<file path="config.mk">
export PLATFORM = sky130hd
export DESIGN_NAME = midi_byte_parser
export DESIGN_NICKNAME = d
export VERILOG_FILES = /design/src/rtl/midi_pkg.sv /design/src/rtl/midi_byte_parser.sv
export SDC_FILE = /design/constraint.sdc
export NUM_CORES = 1
export LEC_CHECK = 0
export ABC_AREA = 1
export CORE_MARGIN = 2
export CORE_UTILIZATION = 35
export DETAILED_ROUTE_END_ITERATION = 10
export PLACE_DENSITY = 0.68
export SLEW_MARGIN = 20
export SYNTH_ARGS = -nofsm -noshare
export SYNTH_HDL_FRONTEND = slang
export SYNTH_SLANG_ARGS = --single-unit
</file>
<file path="constraint.sdc">
create_clock -name CLOCK_25 -period 4.8 [get_ports CLOCK_25]
set_clock_uncertainty 0.1 [all_clocks]
set_input_delay 0.96 -clock CLOCK_25 [delete_from_list [all_inputs] [get_ports CLOCK_25]]
set_output_delay 0.96 -clock CLOCK_25 [all_outputs]
set_load 0.01 [all_outputs]
</file>
<file path="src/rtl/midi_pkg.sv">
// Shared MIDI constants, parser state type and message-length lookup.
package midi_pkg;

  localparam logic [7:0] ST_NOTE_OFF = 8'h80;
  localparam logic [7:0] ST_NOTE_ON  = 8'h90;
  localparam logic [7:0] ST_POLY_AT  = 8'hA0;
  localparam logic [7:0] ST_CTRL     = 8'hB0;
  localparam logic [7:0] ST_PROG     = 8'hC0;
  localparam logic [7:0] ST_CHAN_AT  = 8'hD0;
  localparam logic [7:0] ST_PITCH    = 8'hE0;
  localparam logic [7:0] ST_SYSEX    = 8'hF0;
  localparam logic [7:0] ST_EOX      = 8'hF7;
  localparam logic [7:0] RT_MIN      = 8'hF8;

  typedef enum logic [1:0] {IDLE, CHAN, SYSCOM, SYSEX} parser_state_t;

  // Realtime bytes may appear anywhere and never disturb message state.
  function automatic logic is_realtime(input logic [7:0] b);
    return b >= RT_MIN;
  endfunction

  // Channel-voice status 0x80..0xEF.
  function automatic logic is_channel(input logic [7:0] b);
    return b[7] && (b < ST_SYSEX);
  endfunction

  // Number of data bytes following a status byte. Program change and
  // channel aftertouch (0xC0-0xDF) carry one; other channel messages two.
  // Undefined / parameterless system-common bytes carry none.
  function automatic logic [1:0] msg_len(input logic [7:0] status);
    logic [1:0] len;
    len = 2'd0;
    if (status < ST_SYSEX) begin
      len = (status[7:5] == 3'b110) ? 2'd1 : 2'd2;
    end else begin
      case (status)
        8'hF1, 8'hF3: len = 2'd1;
        8'hF2:        len = 2'd2;
        default:      len = 2'd0;
      endcase
    end
    return len;
  endfunction

endpackage

</file>
<file path="src/rtl/midi_byte_parser.sv">
// MIDI stream parser: running status, data-byte numbering, realtime
// interleave, sysex framing and system-common handling. All outputs are
// registered and respond one cycle after rx_valid.
module midi_byte_parser
  import midi_pkg::*;
#(
  parameter int SYSEX_MAX   = 255,
  parameter bit CHECK_FRAME = 1'b1
) (
  input  logic       CLOCK_25,
  input  logic       reset_reg_N,
  input  logic       rx_valid,
  input  logic [7:0] rx_byte,
  input  logic       rx_frame_err,
  output logic       byteready,
  output logic [7:0] cur_status,
  output logic [7:0] midibyte_nr,
  output logic [7:0] midibyte,
  output logic       msg_done,
  output logic       sys_real,
  output logic [7:0] sys_real_dat,
  output logic       sysex_active,
  output logic       rx_err
);

  localparam logic [7:0] NR_SAT = 8'(SYSEX_MAX);

  parser_state_t state_q, state_d;
  logic [1:0]    cnt_q, cnt_d, len_q, len_d, cnt_inc;
  logic [7:0]    cur_status_d, nr_d, midibyte_d, sys_real_dat_d;
  logic          byteready_d, msg_done_d, sys_real_d, sysex_d, rx_err_d;

  // In CHAN a complete message wraps the count for running status.
  assign cnt_inc = (cnt_q == len_q) ? 2'd1 : cnt_q + 2'd1;

  // Next-state and next-output decode for one received byte.
  always_comb begin
    state_d        = state_q;
    cnt_d          = cnt_q;
    len_d          = len_q;
    cur_status_d   = cur_status;
    nr_d           = midibyte_nr;
    midibyte_d     = midibyte;
    sys_real_dat_d = sys_real_dat;
    sysex_d        = sysex_active;
    byteready_d    = 1'b0;
    msg_done_d     = 1'b0;
    sys_real_d     = 1'b0;
    rx_err_d       = 1'b0;
    if (rx_valid) begin
      if (CHECK_FRAME && rx_frame_err) begin
        rx_err_d = 1'b1;
      end else if (is_realtime(rx_byte)) begin
        sys_real_d     = 1'b1;
        sys_real_dat_d = rx_byte;
      end else if (rx_byte[7]) begin
        // Any status byte starts a new message and abandons a partial one.
        byteready_d  = 1'b1;
        midibyte_d   = rx_byte;
        cur_status_d = rx_byte;
        nr_d         = 8'd0;
        cnt_d        = 2'd0;
        len_d        = msg_len(rx_byte);
        if (rx_byte == ST_EOX && state_q == SYSEX) begin
          msg_done_d = 1'b1;
          sysex_d    = 1'b0;
          state_d    = IDLE;
        end else if (rx_byte == ST_SYSEX) begin
          sysex_d = 1'b1;
          state_d = SYSEX;
        end else begin
          sysex_d = 1'b0;
          if (msg_len(rx_byte) == 2'd0) begin
            msg_done_d = 1'b1;
            state_d    = IDLE;
          end else if (is_channel(rx_byte)) begin
            state_d = CHAN;
          end else begin
            state_d = SYSCOM;
          end
        end
      end else begin
        case (state_q)
          IDLE: rx_err_d = 1'b1;
          CHAN: begin
            byteready_d = 1'b1;
            midibyte_d  = rx_byte;
            cnt_d       = cnt_inc;
            nr_d        = {6'd0, cnt_inc};
            msg_done_d  = (cnt_inc == len_q);
          end
          SYSCOM: begin
            if (cnt_q < len_q) begin
              byteready_d = 1'b1;
              midibyte_d  = rx_byte;
              cnt_d       = cnt_q + 2'd1;
              nr_d        = {6'd0, cnt_q + 2'd1};
              msg_done_d  = ((cnt_q + 2'd1) == len_q);
            end else begin
              // System common has no running status: surplus data is orphaned.
              rx_err_d     = 1'b1;
              state_d      = IDLE;
              cur_status_d = 8'h00;
            end
          end
          default: begin
            byteready_d = 1'b1;
            midibyte_d  = rx_byte;
            nr_d        = (midibyte_nr >= NR_SAT) ? midibyte_nr : midibyte_nr + 8'd1;
          end
        endcase
      end
    end
  end

  // State and output registers.
  always_ff @(posedge CLOCK_25 or negedge reset_reg_N) begin
    if (!reset_reg_N) begin
      state_q      <= IDLE;
      cnt_q        <= 2'd0;
      len_q        <= 2'd0;
      cur_status   <= 8'h00;
      midibyte_nr  <= 8'd0;
      midibyte     <= 8'h00;
      sys_real_dat <= 8'h00;
      sysex_active <= 1'b0;
      byteready    <= 1'b0;
      msg_done     <= 1'b0;
      sys_real     <= 1'b0;
      rx_err       <= 1'b0;
    end else begin
      state_q      <= state_d;
      cnt_q        <= cnt_d;
      len_q        <= len_d;
      cur_status   <= cur_status_d;
      midibyte_nr  <= nr_d;
      midibyte     <= midibyte_d;
      sys_real_dat <= sys_real_dat_d;
      sysex_active <= sysex_d;
      byteready    <= byteready_d;
      msg_done     <= msg_done_d;
      sys_real     <= sys_real_d;
      rx_err       <= rx_err_d;
    end
  end

endmodule

</file>
==> flow_metrics.tcl <==
set metrics [dict create \
    crit_path_end_kind "flop" \
    cts_setup_buffers 0 \
    synth_top_flop_cell "dfrtp_1" \
    pwr-share-comb_pct 35.3 \
    antenna_found_initial 0 \
    postSynthAreaPerCell_um2 7.72 \
    power_switching_uw 392 \
    reg2reg_from "len_q[1]" \
    arrival_ns 2.96 \
    firstDrtPassIters 4 \
    synth_common_cells "nand2_1, dfrtp_1, inv_1, nor2_1, nand3_1" \
    drv_slew 0 \
    synthTopCellsByArea "dfrtp_1, nand2_1, inv_1" \
    max_freq_ghz 0.347 \
    syn_area_um2 2250 \
    hold_buffers 0 \
    crit_type "in2reg" \
    viasPerCell 4.71 \
    start_kind "primary input" \
    clockBufferDepth 2 \
    hpwl_um 3840 \
    grt_pass1_wl_um 8800 \
    grt_usage_pct 15.3 \
    layout-drive-gt1-share_pct 7.00 \
    worstRegToRegCells 8 \
    status "finished clean" \
    cts_sinks 43 \
    routedWlPerCell_um 12.0 \
    syn-num-nets 310 \
    die_h_um 84.1 \
    hold_viol 0 \
    period_share_pct 60.0 \
    swShare_pct 35.5 \
    cellPowerDensity_nw_per_um2 384 \
    wl_um 5060 \
    r2r_end "midibyte_nr[2]" \
    drt_iter0_drc 120 \
    nets 361 \
    rsz0062_at_grt "no" \
    yosysMostFrequentCell "nand2_1" \
    synth.distinct_cells 26 \
    place_inst 412 \
    start_util_pct 35.8 \
    finalSetupTns_ns 0 \
    place_congestion 0.806 \
    synthArstFlopShare_pct 100 \
    yosys_warnings 0 \
    cts-buffers-inserted 5 \
    drv_cap 0 \
    period_minus_slack_ns 2.88 \
    cts_max_level 2 \
    clkSlewWorstSetupHoldPaths_ns 0.09 \
    grt_max_degree 44 \
    hp-class "reg2reg" \
    crit_end "midibyte_nr[2]" \
    yosys.area.top_type_share_pct 47.9 \
    setup_viol 0 \
    die_x_um 84.1 \
    pin_count 49 \
    overflow 0 \
    yosys.area.top_type "dfrtp_1" \
    worst_skew_pair.late_latency_ns 0.30 \
    numPortBuffers 48 \
    pwr-share-clk_pct 20.8 \
    grt_pass1_vias 1910 \
    tightest_slew_ns 0.945 \
    relSlewSlack_pct 37.0 \
    drtAntennaViolNets 0 \
    rows 29 \
    area_growth_pct 27.8 \
    internal_power_uw 713 \
    crit_start "rx_byte[7]" \
    pwr-share-seq_pct 43.9 \
    required_ns 4.88 \
    cts-root-buf "clkbuf_8" \
    pre_cts_ws_ns 1.58 \
    p_leak_nw 1.38 \
    cp_max_fo 21 \
    ys_ff_latch 43 \
    fin_cells 420 \
    drc 0 \
    coreArea_um2 6280 \
    ys_seq_area_share_pct 47.9 \
    vias 1978 \
    irDropWorstVdd_mv 0.161 \
    worst_slack_ns 1.92 \
    cts_resized 0 \
    cts_tree "built" \
    die_area_um2 7080 \
    diodes 0 \
    syn_inst 291 \
    rrSetupSlack_ns 2.85 \
    synth-edff-count 0 \
]
## state kept, by name, indices dropped and copies added, names as in the netlist, 2 cells and up
name and flops:
midibyte 8, cur_status 8, sys_real_dat 8, cnt_q 2
state_q 2, len_q 2, midibyte_nr 8
## layer usage
metal | vias up | global-route usage, % | routed length, um | share of wire [%]
met5 | - | 0 | 0 | 0
li1 | 1022 | - | - | -
met1 | 898 | 21.2 | 2490 | 49
met2 | 53 | 24.1 | 2240 | 44
met4 | 0 | 4.11 | 44 | 0.87
met3 | 5 | 3.66 | 276 | 5.5
## worst max-delay path, stage by stage
cell and delay, ns:
clkdlybuf4s50_1 0.82, nand2_1 0.30, nor2_4 0.09, a21oi_4 0.25
nand3_1 0.32, nand2_1 0.14, nand2_1 0.07
## layout make-up
| type | count | area [um^2] |
|---|---|---|
| clock buffer | 5 | 68.8 |
| multi-input combinational | 211 | 1010 |
| timing repair buffer | 48 | 475 |
| fill | 646 | 3400 |
| clock inverter | 3 | 20.0 |
| tap | 77 | 96.3 |
| sequential | 43 | 1080 |
| inverter | 33 | 124 |
## layout by cell type, fill, tap and decap left out
master	netlist	final
nor2_4	2	2
nand2_1	105	105
a21oi_4	1	1
inv_1	32	32
nand2_2	1	1
xnor2_1	1	1
o21ai_2	1	1
dfrtp_1	43	43
clkdlybuf4s50_1	0	47
a21oi_2	1	1
nor2_2	2	2
clkinv_2	0	1
o21a_1	1	1
ha_1	7	7
clkbuf_8	0	5
a21oi_1	3	3
nand4_1	5	5
nand3_1	22	22
o21ai_0	11	11
nor2_1	24	24
o21ai_1	15	15
clkinvlp_4	0	2
nand2_4	1	1
inv_2	1	1
buf_2	1	1
or2_2	5	5
nor3_1	1	1
o21bai_1	2	2
## stage by stage
step	util [%]	total power [mW]	hold slack [ns]	area, um^2
final	45.8	1.10	0.376	2870
after global routing	45.8	1.19	0.388	2870
after CTS	45.8	1.12	0.375	2870
after detailed placement	44.3	0.886	0.353	2780
after global placement	44.3	0.879	0.352	2780
after floorplan	-	0.705	0.399	2250
## cells by family (layout without fill, tap and decap cells)
group,after synthesis,count (layout),synth area share [%]
AOI/OAI and AO/OA,35,35,8.96
and+or+nand+nor,168,168,31.8
DFF,43,43,47.9
adders and majority gates,7,7,3.90
xor gates and xnor gates,1,1,0.390
buffers and inverters,37,89,7.07
## power by group through the flow
stage / registers (mW) / logic, mW / clock network (mW)
after floorplan: 0.507 / 0.197 / 0
after global placement: 0.491 / 0.388 / 0
after detailed placement: 0.492 / 0.395 / 0
after CTS: 0.485 / 0.396 / 0.241
after global routing: 0.496 / 0.439 / 0.254
final: 0.485 / 0.390 / 0.230
## worst min-delay path by stage
stage / startpoint / end / slack [ns] / depth (start not counted)
final: sys_real_dat[7] / sys_real_dat[7] / 0.38 / 1
after floorplan: state_q[1] / state_q[1] / 0.40 / 2
after global routing: sys_real_dat[5] / sys_real_dat[5] / 0.39 / 1
after CTS: sys_real_dat[7] / sys_real_dat[7] / 0.37 / 1
after global placement: sys_real_dat[5] / sys_real_dat[5] / 0.35 / 1
after detailed placement: sys_real_dat[7] / sys_real_dat[7] / 0.35 / 1
No activity file was read; power rests on OpenSTA's default activity.
